### config.mk
export PLATFORM = sky130hd
export DESIGN_NAME = mul_add_param
export DESIGN_NICKNAME = d
export VERILOG_FILES = /design/src/rtl/mul_add_pkg.sv /design/src/rtl/mul_add_param_ctrl.sv /design/src/rtl/mul_add_param.sv
export SDC_FILE = /design/constraint.sdc
export NUM_CORES = 1
export LEC_CHECK = 0
export BUFFER_PORTS_ARGS = -buffer_cell sky130_fd_sc_hd__buf_2
export CORE_AREA = 10 10 102 104
export CTS_CLUSTER_DIAMETER = 80
export DETAILED_ROUTE_END_ITERATION = 10
export DIE_AREA = 0 0 112 114
export PLACE_DENSITY = 0.76
export REMOVE_ABC_BUFFERS = 1
export SETUP_SLACK_MARGIN = 0.5
export SYNTH_ARGS = -nofsm -noshare
export SYNTH_HDL_FRONTEND = slang
export SYNTH_HIERARCHICAL = 1
export SYNTH_SLANG_ARGS = --single-unit
### constraint.sdc
create_clock -name clk -period 5.08 [get_ports clk]
set_input_delay 1.016 -clock clk [delete_from_list [all_inputs] [get_ports clk]]
set_output_delay 1.016 -clock clk [all_outputs]
set_load 0.01 [all_outputs]
### src/rtl/mul_add_pkg.sv
// Shared state encoding for the repeated-addition multiplier.
package mul_add_pkg;

    localparam int STATE_W = 2;

    typedef enum logic [STATE_W-1:0] {
        IDLE = 2'd0,
        ACC  = 2'd1,
        DONE = 2'd2
    } state_t;

endpackage

### src/rtl/mul_add_param_ctrl.sv
// Control FSM for mul_add_param: sequences capture, accumulation and the done pulse.
module mul_add_param_ctrl
    import mul_add_pkg::*;
(
    input  logic clk,
    input  logic rst_n,
    input  logic start,
    input  logic eqz,
    output logic lda,
    output logic ldb,
    output logic ldp,
    output logic clrp,
    output logic decb,
    output logic busy,
    output logic done
);

    state_t state;
    state_t state_next;

    always_ff @(posedge clk or negedge rst_n) begin
        if (!rst_n) begin
            state <= IDLE;
        end else begin
            state <= state_next;
        end
    end

    always_comb begin
        state_next = state;
        case (state)
            IDLE:    if (start) state_next = ACC;
            ACC:     if (eqz) state_next = DONE;
            DONE:    state_next = IDLE;
            default: state_next = IDLE;
        endcase
    end

    // Loads happen on the accepting edge in IDLE; adds only while the counter is non-zero.
    always_comb begin
        lda  = 1'b0;
        ldb  = 1'b0;
        ldp  = 1'b0;
        clrp = 1'b0;
        decb = 1'b0;
        busy = 1'b0;
        done = 1'b0;
        case (state)
            IDLE: begin
                lda  = start;
                ldb  = start;
                clrp = start;
            end
            ACC: begin
                busy = 1'b1;
                ldp  = !eqz;
                decb = !eqz;
            end
            DONE: begin
                busy = 1'b1;
                done = 1'b1;
            end
            default: ;
        endcase
    end

endmodule

### src/rtl/mul_add_param.sv
// Sequential multiplier that forms A*B by adding A to the product B times.
// Optional MUL_ADD_SWAP_EN loads the smaller operand as the iteration count.
module mul_add_param
    import mul_add_pkg::*;
#(
    parameter int W     = 16,
    parameter int OUT_W = 2 * W
)
(
    input  logic             clk,
    input  logic             rst_n,
    input  logic             start,
    input  logic [W-1:0]     a_in,
    input  logic [W-1:0]     b_in,
    output logic             busy,
    output logic             done,
    output logic [OUT_W-1:0] product,
    output logic             ovf
);

    logic [W-1:0]     a_reg;
    logic [W-1:0]     b_reg;
    logic [W-1:0]     a_sel;
    logic [W-1:0]     b_sel;
    logic [OUT_W-1:0] a_ext;
    logic [OUT_W:0]   sum;
    logic             lda;
    logic             ldb;
    logic             ldp;
    logic             clrp;
    logic             decb;
    logic             eqz;

`ifdef MUL_ADD_SWAP_EN
    // Fewer iterations when the smaller value drives the counter; ties keep a_in as addend.
    always_comb begin
        if (a_in < b_in) begin
            a_sel = b_in;
            b_sel = a_in;
        end else begin
            a_sel = a_in;
            b_sel = b_in;
        end
    end
`else
    assign a_sel = a_in;
    assign b_sel = b_in;
`endif

    assign eqz   = (b_reg == '0);
    assign a_ext = OUT_W'(a_reg);
    assign sum   = {1'b0, product} + {1'b0, a_ext};

    mul_add_param_ctrl u_ctrl (
        .clk   (clk),
        .rst_n (rst_n),
        .start (start),
        .eqz   (eqz),
        .lda   (lda),
        .ldb   (ldb),
        .ldp   (ldp),
        .clrp  (clrp),
        .decb  (decb),
        .busy  (busy),
        .done  (done)
    );

    // ovf is sticky across the whole operation and cleared only on a new capture.
    always_ff @(posedge clk or negedge rst_n) begin
        if (!rst_n) begin
            a_reg   <= '0;
            b_reg   <= '0;
            product <= '0;
            ovf     <= 1'b0;
        end else begin
            if (lda) begin
                a_reg <= a_sel;
            end
            if (ldb) begin
                b_reg <= b_sel;
            end else if (decb) begin
                b_reg <= b_reg - W'(1);
            end
            if (clrp) begin
                product <= '0;
                ovf     <= 1'b0;
            end else if (ldp) begin
                product <= sum[OUT_W-1:0];
                ovf     <= ovf | sum[OUT_W];
            end
        end
    end

endmodule
==> results.toml, run 1 <==
[routing]
wl_per_cell_um = 15.1
routed_wirelength_mm = 8.94
drt_iter0_drc = 104
antenna_left = 0
viasPerCell = 5.39
drc = 0
via_count = 3200
firstDrtPassIters = 4

[run]
cap_violations = 0

[power_and_ir_drop]
powerDensity_nw_per_um2 = 608
clock_power_share = 0.160
p_int_mw = 1.62
p_switching_mw = 1.20
peakVddDrop_mv = 0.330
leakagePower_nw = 2.17
pwr-share-comb = 0.524
seqPwrFrac = 0.316
swShare = 0.426

[global_routing]
grt_pass1_wl_mm = 15.0
grt_antenna_before_repair = 0
overflow = 0
grt_use_total = 0.138
grt_pass1_vias = 3308
grt_util_met2 = 0.231
grt_max_degree = 52
busiest_layer = "met2"
use_met3 = 0.0525
grt_use_met1 = 0.163

[yosys]
postSynthCellCount = 414
async_flop_share = 1.00
synthMostInstantiatedCell = "dfrtp_1"
yosys.area.top_type = "dfrtp_1"
syn_area_sq_um = 4000
yosys.area.top_type_share = 0.419
seq_area_frac_synth = 0.419
avgSynthCellArea_sq_um = 9.66
synth.distinct_cells = 53
ys_seq_elements = 67
yosys_warnings = 6
synth_edf_count = 0
synth_flop_cell = "dfrtp_1"
yosys-top-cells-area = "dfrtp_1 (42%), ha_1 (7.2%), mux2_2 (5.1%)"
synth.top_cells.by_count = "dfrtp_1 (67), nor2_1 (45), nand2_1 (43)"

[worst_setup_path]
required_ns = 5.30
end_kind = "flip-flop"
path_class = "reg2reg"
arrival_ns = 3.70
cp-start-kind = "flip-flop"
rrSetupSlack_ns = 1.60
crit_fanout = 29

[die]
ios = 70
core_sq_um = 8470
row_count = 34
fp.dieH_um = 114
start_util = 0.472
die_w_um = 112
die_area_sq_um = 12800

[timing]
rsz0062_at_grt = "no"
slew_violations = 0
fin_crit_ns = 3.48
clock_skew_ns = 0.0107
relSlewSlack = 0.298
setup_viol = 0
tns_ns = 0
worst_slack_ns = 1.60
hold_viol_final = 0
finalCritPeriodShare = 0.685
worst_pin_slew_ns = 1.05
max_freq_mhz = 287

[clock_tree]
cts_hold_buf = 0
cts.path.max_buffers = 2
htree_levels = 3
postCtsSetupBuffers = 0
path_clk_slew_ns = 0.08
numCtsBuffers = 9
clock_latency_ns = 0.35
cts_tree = "done"
clockRootBuffer = "clkbuf_8"
clkSinkCount = 67
ctsResizeCount = 0

[layout]
final_layout_size_suffix_gt1_frac = 0.239
syn_to_final_growth_pct = 15.8
nets = 540
antennaDiodeCount = 0
nFillCells = 790
largest_reg_flops = 32

[placed_design]
dp_hpwl_mm = 6.63
place_ws_ns = 1.62
port_buffers = 69
gp_congestion = 0.876

[min_path]
worstHoldPathType = "reg2reg"

[run_status]
status = "finished clean"
placed cells by master, fill, tap and decap left out, types with 14 or more instances in the layout:
cell type / synthesis / routed
xor2_1: 14 / 14
mux2_2: 18 / 18
ha_1: 23 / 23
xnor2_1: 20 / 20
o21ai_0: 31 / 31
a21oi_1: 22 / 22
nand2_1: 43 / 43
dfrtp_1: 67 / 67
nor2_1: 45 / 45
buf_2: 0 / 69
per-layer routing:
layer	part of all wire	wire (um)
met4	0.011	95
met2	0.48	4290
met1	0.45	3990
met5	0	0
met3	0.063	562
metrics by stage:
step	utilization	instance area (sq um)	instances	power (mW)	hold slack, ns
global placement	0.523	4430	578	2.32	0.501
CTS	0.547	4630	594	2.84	0.524
finish	0.547	4630	594	2.82	0.520
global route	0.547	4630	594	3.08	0.537
detailed placement	0.523	4430	578	2.38	0.507
floorplan	-	3930	399	2.01	0.485
worst paths after layout:
kind / startpoint / end / cells after the start
worst max-delay path: b_reg[8] / product[30] / 12
worst min-delay path: a_reg[7] / a_reg[7] / 1
worst max register to register: b_reg[8] / product[30] / 12
worst min register to register: a_reg[7] / a_reg[7] / 1
max in group asynchronous: rst_n / product[4] / 2
min in group asynchronous: rst_n / product[9] / 1
cell families (layout without fill, tap and decap cells):
| logic type | Yosys count | after routing | synth area share |
|---|---|---|---|
| simple gates | 155 | 155 | 0.195 |
| xor+xnor | 34 | 34 | 0.0745 |
| fa+ha+maj | 24 | 24 | 0.0770 |
| buf+inv | 24 | 96 | 0.0254 |
| compound gates | 80 | 80 | 0.128 |
| flops | 67 | 67 | 0.419 |
| mux | 30 | 30 | 0.0814 |
critical path, stage by stage, from the launching register on:
cell and delay, ns:
dfrtp_1 0.40, or3_1 0.43, nor4_1 0.24, nor2b_1 0.24, nand2_1 0.09, nor4b_1 0.48
nor2b_4 0.27, nor2_1 0.46, nor3b_2 0.14, and3_1 0.24, o2111ai_1 0.13, xor2_1 0.17
nor2_1 0.05
final cells by class:
type                            count  area [sq um]  share of cell area
Clock buffer                       10           138              0.0297
Clock inverter                      6          65.1              0.0141
Inverter                            9          33.8             0.00730
Multi-Input combinational cell    323          2220               0.480
Sequential cell                    67          1680               0.362
Tap cell                          108           135              0.0292
Timing Repair Buffer               71           360              0.0778
power groups by stage:
stage | registers [mW] | clock network [mW] | logic (mW)
floorplan | 0.888 | 0 | 1.13
global placement | 0.889 | 0 | 1.44
detailed placement | 0.899 | 0 | 1.48
CTS | 0.891 | 0.466 | 1.49
global route | 0.915 | 0.487 | 1.67
finish | 0.890 | 0.452 | 1.48
No activity file was read; power rests on OpenSTA's default activity.
==> inputs of run 2 (changes only) <==
Settings changed: PLACE_DENSITY 0.76 to 0.78.
Clock period 5.08 ns to 2.8 ns, I/O delays scaled along.
==> run 2 against run 1 <==
Final cell count up 6.1%. First-iteration DRC count rose by 31%. Worst hold slack worse by 0.30 ns. Sequential power is 85% higher. Combinational power up 130%. Register-to-register slack got worse by 1.3 ns. Power is 120% higher. Design area is 14% higher.
==> results.toml, run 2 (synthesis gave the netlist of run 1 again) <==
[run_status]
status = "finished clean"

[routing]
viasPerCell = 5.40
antenna_left = 0
firstDrtPassIters = 4
drt_iter0_drc = 136
routed_wirelength_mm = 9.88
drc = 0
via_count = 3399
wl_per_cell_um = 15.7

[timing]
max_freq_mhz = 396
whs_ns = 0.216
tns_ns = 0
clock_skew_ns = 0.00913
worst_slack_ns = 0.274
hold_viol_final = 0
setup_viol = 0
relSlewSlack = 0.550
slew_violations = 0
worst_pin_slew_ns = 0.669
fin_crit_ns = 2.53
rsz0062_at_grt = "yes"
finalCritPeriodShare = 0.902

[power_and_ir_drop]
p_int_mw = 3.63
swShare = 0.407
pwr-share-comb = 0.558
leakagePower_nw = 2.43
powerDensity_nw_per_um2 = 1160
clock_power_share = 0.173
peakVddDrop_mv = 0.791
seqPwrFrac = 0.270
p_switching_mw = 2.49

[clock_tree]
path_clk_slew_ns = 0.07
clock_latency_ns = 0.35
clockRootBuffer = "clkbuf_8"
cts_hold_buf = 0
cts.path.max_buffers = 2
numCtsBuffers = 9
cts_tree = "done"
clkSinkCount = 67
htree_levels = 3

[die]
fp.dieH_um = 114
die_w_um = 112
die_area_sq_um = 12800
ios = 70
core_sq_um = 8470
row_count = 34
start_util = 0.472

[global_routing]
grt_antenna_before_repair = 0
grt_use_total = 0.150
overflow = 0
grt_max_degree = 87
grt_pass1_wl_mm = 15.9
grt_pass1_vias = 3359

[run]
cap_violations = 0

[placed_design]
port_buffers = 69
place_ws_ns = -0.0348
placed_area_sq_um = 4510
gp_congestion = 0.905
dp_hpwl_mm = 6.77
placed_cells = 587

[layout]
largest_reg_flops = 32
syn_to_final_growth_pct = 32.5
design_area_sq_um = 5300
final_common_cell = "buf_2"
final_cells = 630
antennaDiodeCount = 0
nets = 576
final_layout_size_suffix_gt1_frac = 0.372
nFillCells = 697
most-common-layout-cells = "buf_2 (69), dfrtp_1 (67), nor2_1 (41), nand2_1 (38), buf_4 (30)"

[worst_setup_path]
reg2reg_from = "b_reg[6]"
crit_fanout = 6
startpoint = "b_reg[6]"
arrival_ns = 2.76
cp-start-kind = "flip-flop"
end_kind = "flip-flop"
required_ns = 3.04
path_class = "reg2reg"

[min_path]
worstHoldPathType = "in2async"
-- run 2: what timing repair did --
action	in CTS	in global routing
pin swaps	22	29
buffers inserted	9	18
gates resized for setup	40	34
endpoints found under the setup margin	50	51
endpoints found under the hold margin	0	0
-- run 2: layout make-up --
type                    instances  area (sq um)  area share
clock inverters                 4          95.1      0.0180
flip-flops and latches         67          1680       0.317
well taps                     108           135      0.0255
clock buffers                  12           165      0.0312
multi-input cells             323          2500       0.473
inverters                       9          33.8     0.00638
repair buffers                107           687       0.130
-- run 2: worst paths after layout --
| check | depth (start not counted) | endpoint | slack (ns) |
|---|---|---|---|
| max in group asynchronous | 2 | product[19] | 2.20 |
| setup reg to reg | 11 | u_ctrl/state[1] | 0.27 |
| min in group clk | 3 | b_reg[10] | 0.41 |
| hold / removal | 2 | product[8] | 0.22 |
| setup / recovery | 11 | u_ctrl/state[1] | 0.27 |
| hold reg to reg | 1 | a_reg[8] | 0.52 |
-- run 2: per-layer routing --
metal  part of all wire  wire, um  GRT usage
met4              0.013       133     0.0516
met5                  0         0          0
met2               0.51      4990      0.254
met1               0.43      4240      0.172
met3              0.052       518     0.0504
-- run 2: critical path, stage by stage, from the launching register on --
cell and delay [ns]:
dfrtp_1 0.38, or3_4 0.41, nor4_4 0.16, nor2b_4 0.20, nand2_2 0.07, nor4b_2 0.26, buf_4 0.16, nor2b_4 0.06
buf_4 0.14, buf_6 0.11, a21oi_4 0.14, mux2_4 0.31
-- run 2: power groups by stage --
stage | clock [mW] | sequential, mW | combinational, mW
2_1_floorplan | 0 | 1.61 | 2.04
5_1_grt | 1.13 | 1.70 | 3.76
3_3_place_gp | 0 | 1.60 | 2.70
4_1_cts | 1.08 | 1.63 | 3.02
6_report | 1.06 | 1.65 | 3.41
3_5_place_dp | 0 | 1.62 | 2.77
-- run 2: metrics by stage --
stage	total power, mW	utilization
floorplan	3.65	-
global placement	4.30	0.532
detailed placement	4.39	0.532
CTS	5.73	0.590
global route	6.60	0.625
finish	6.12	0.625
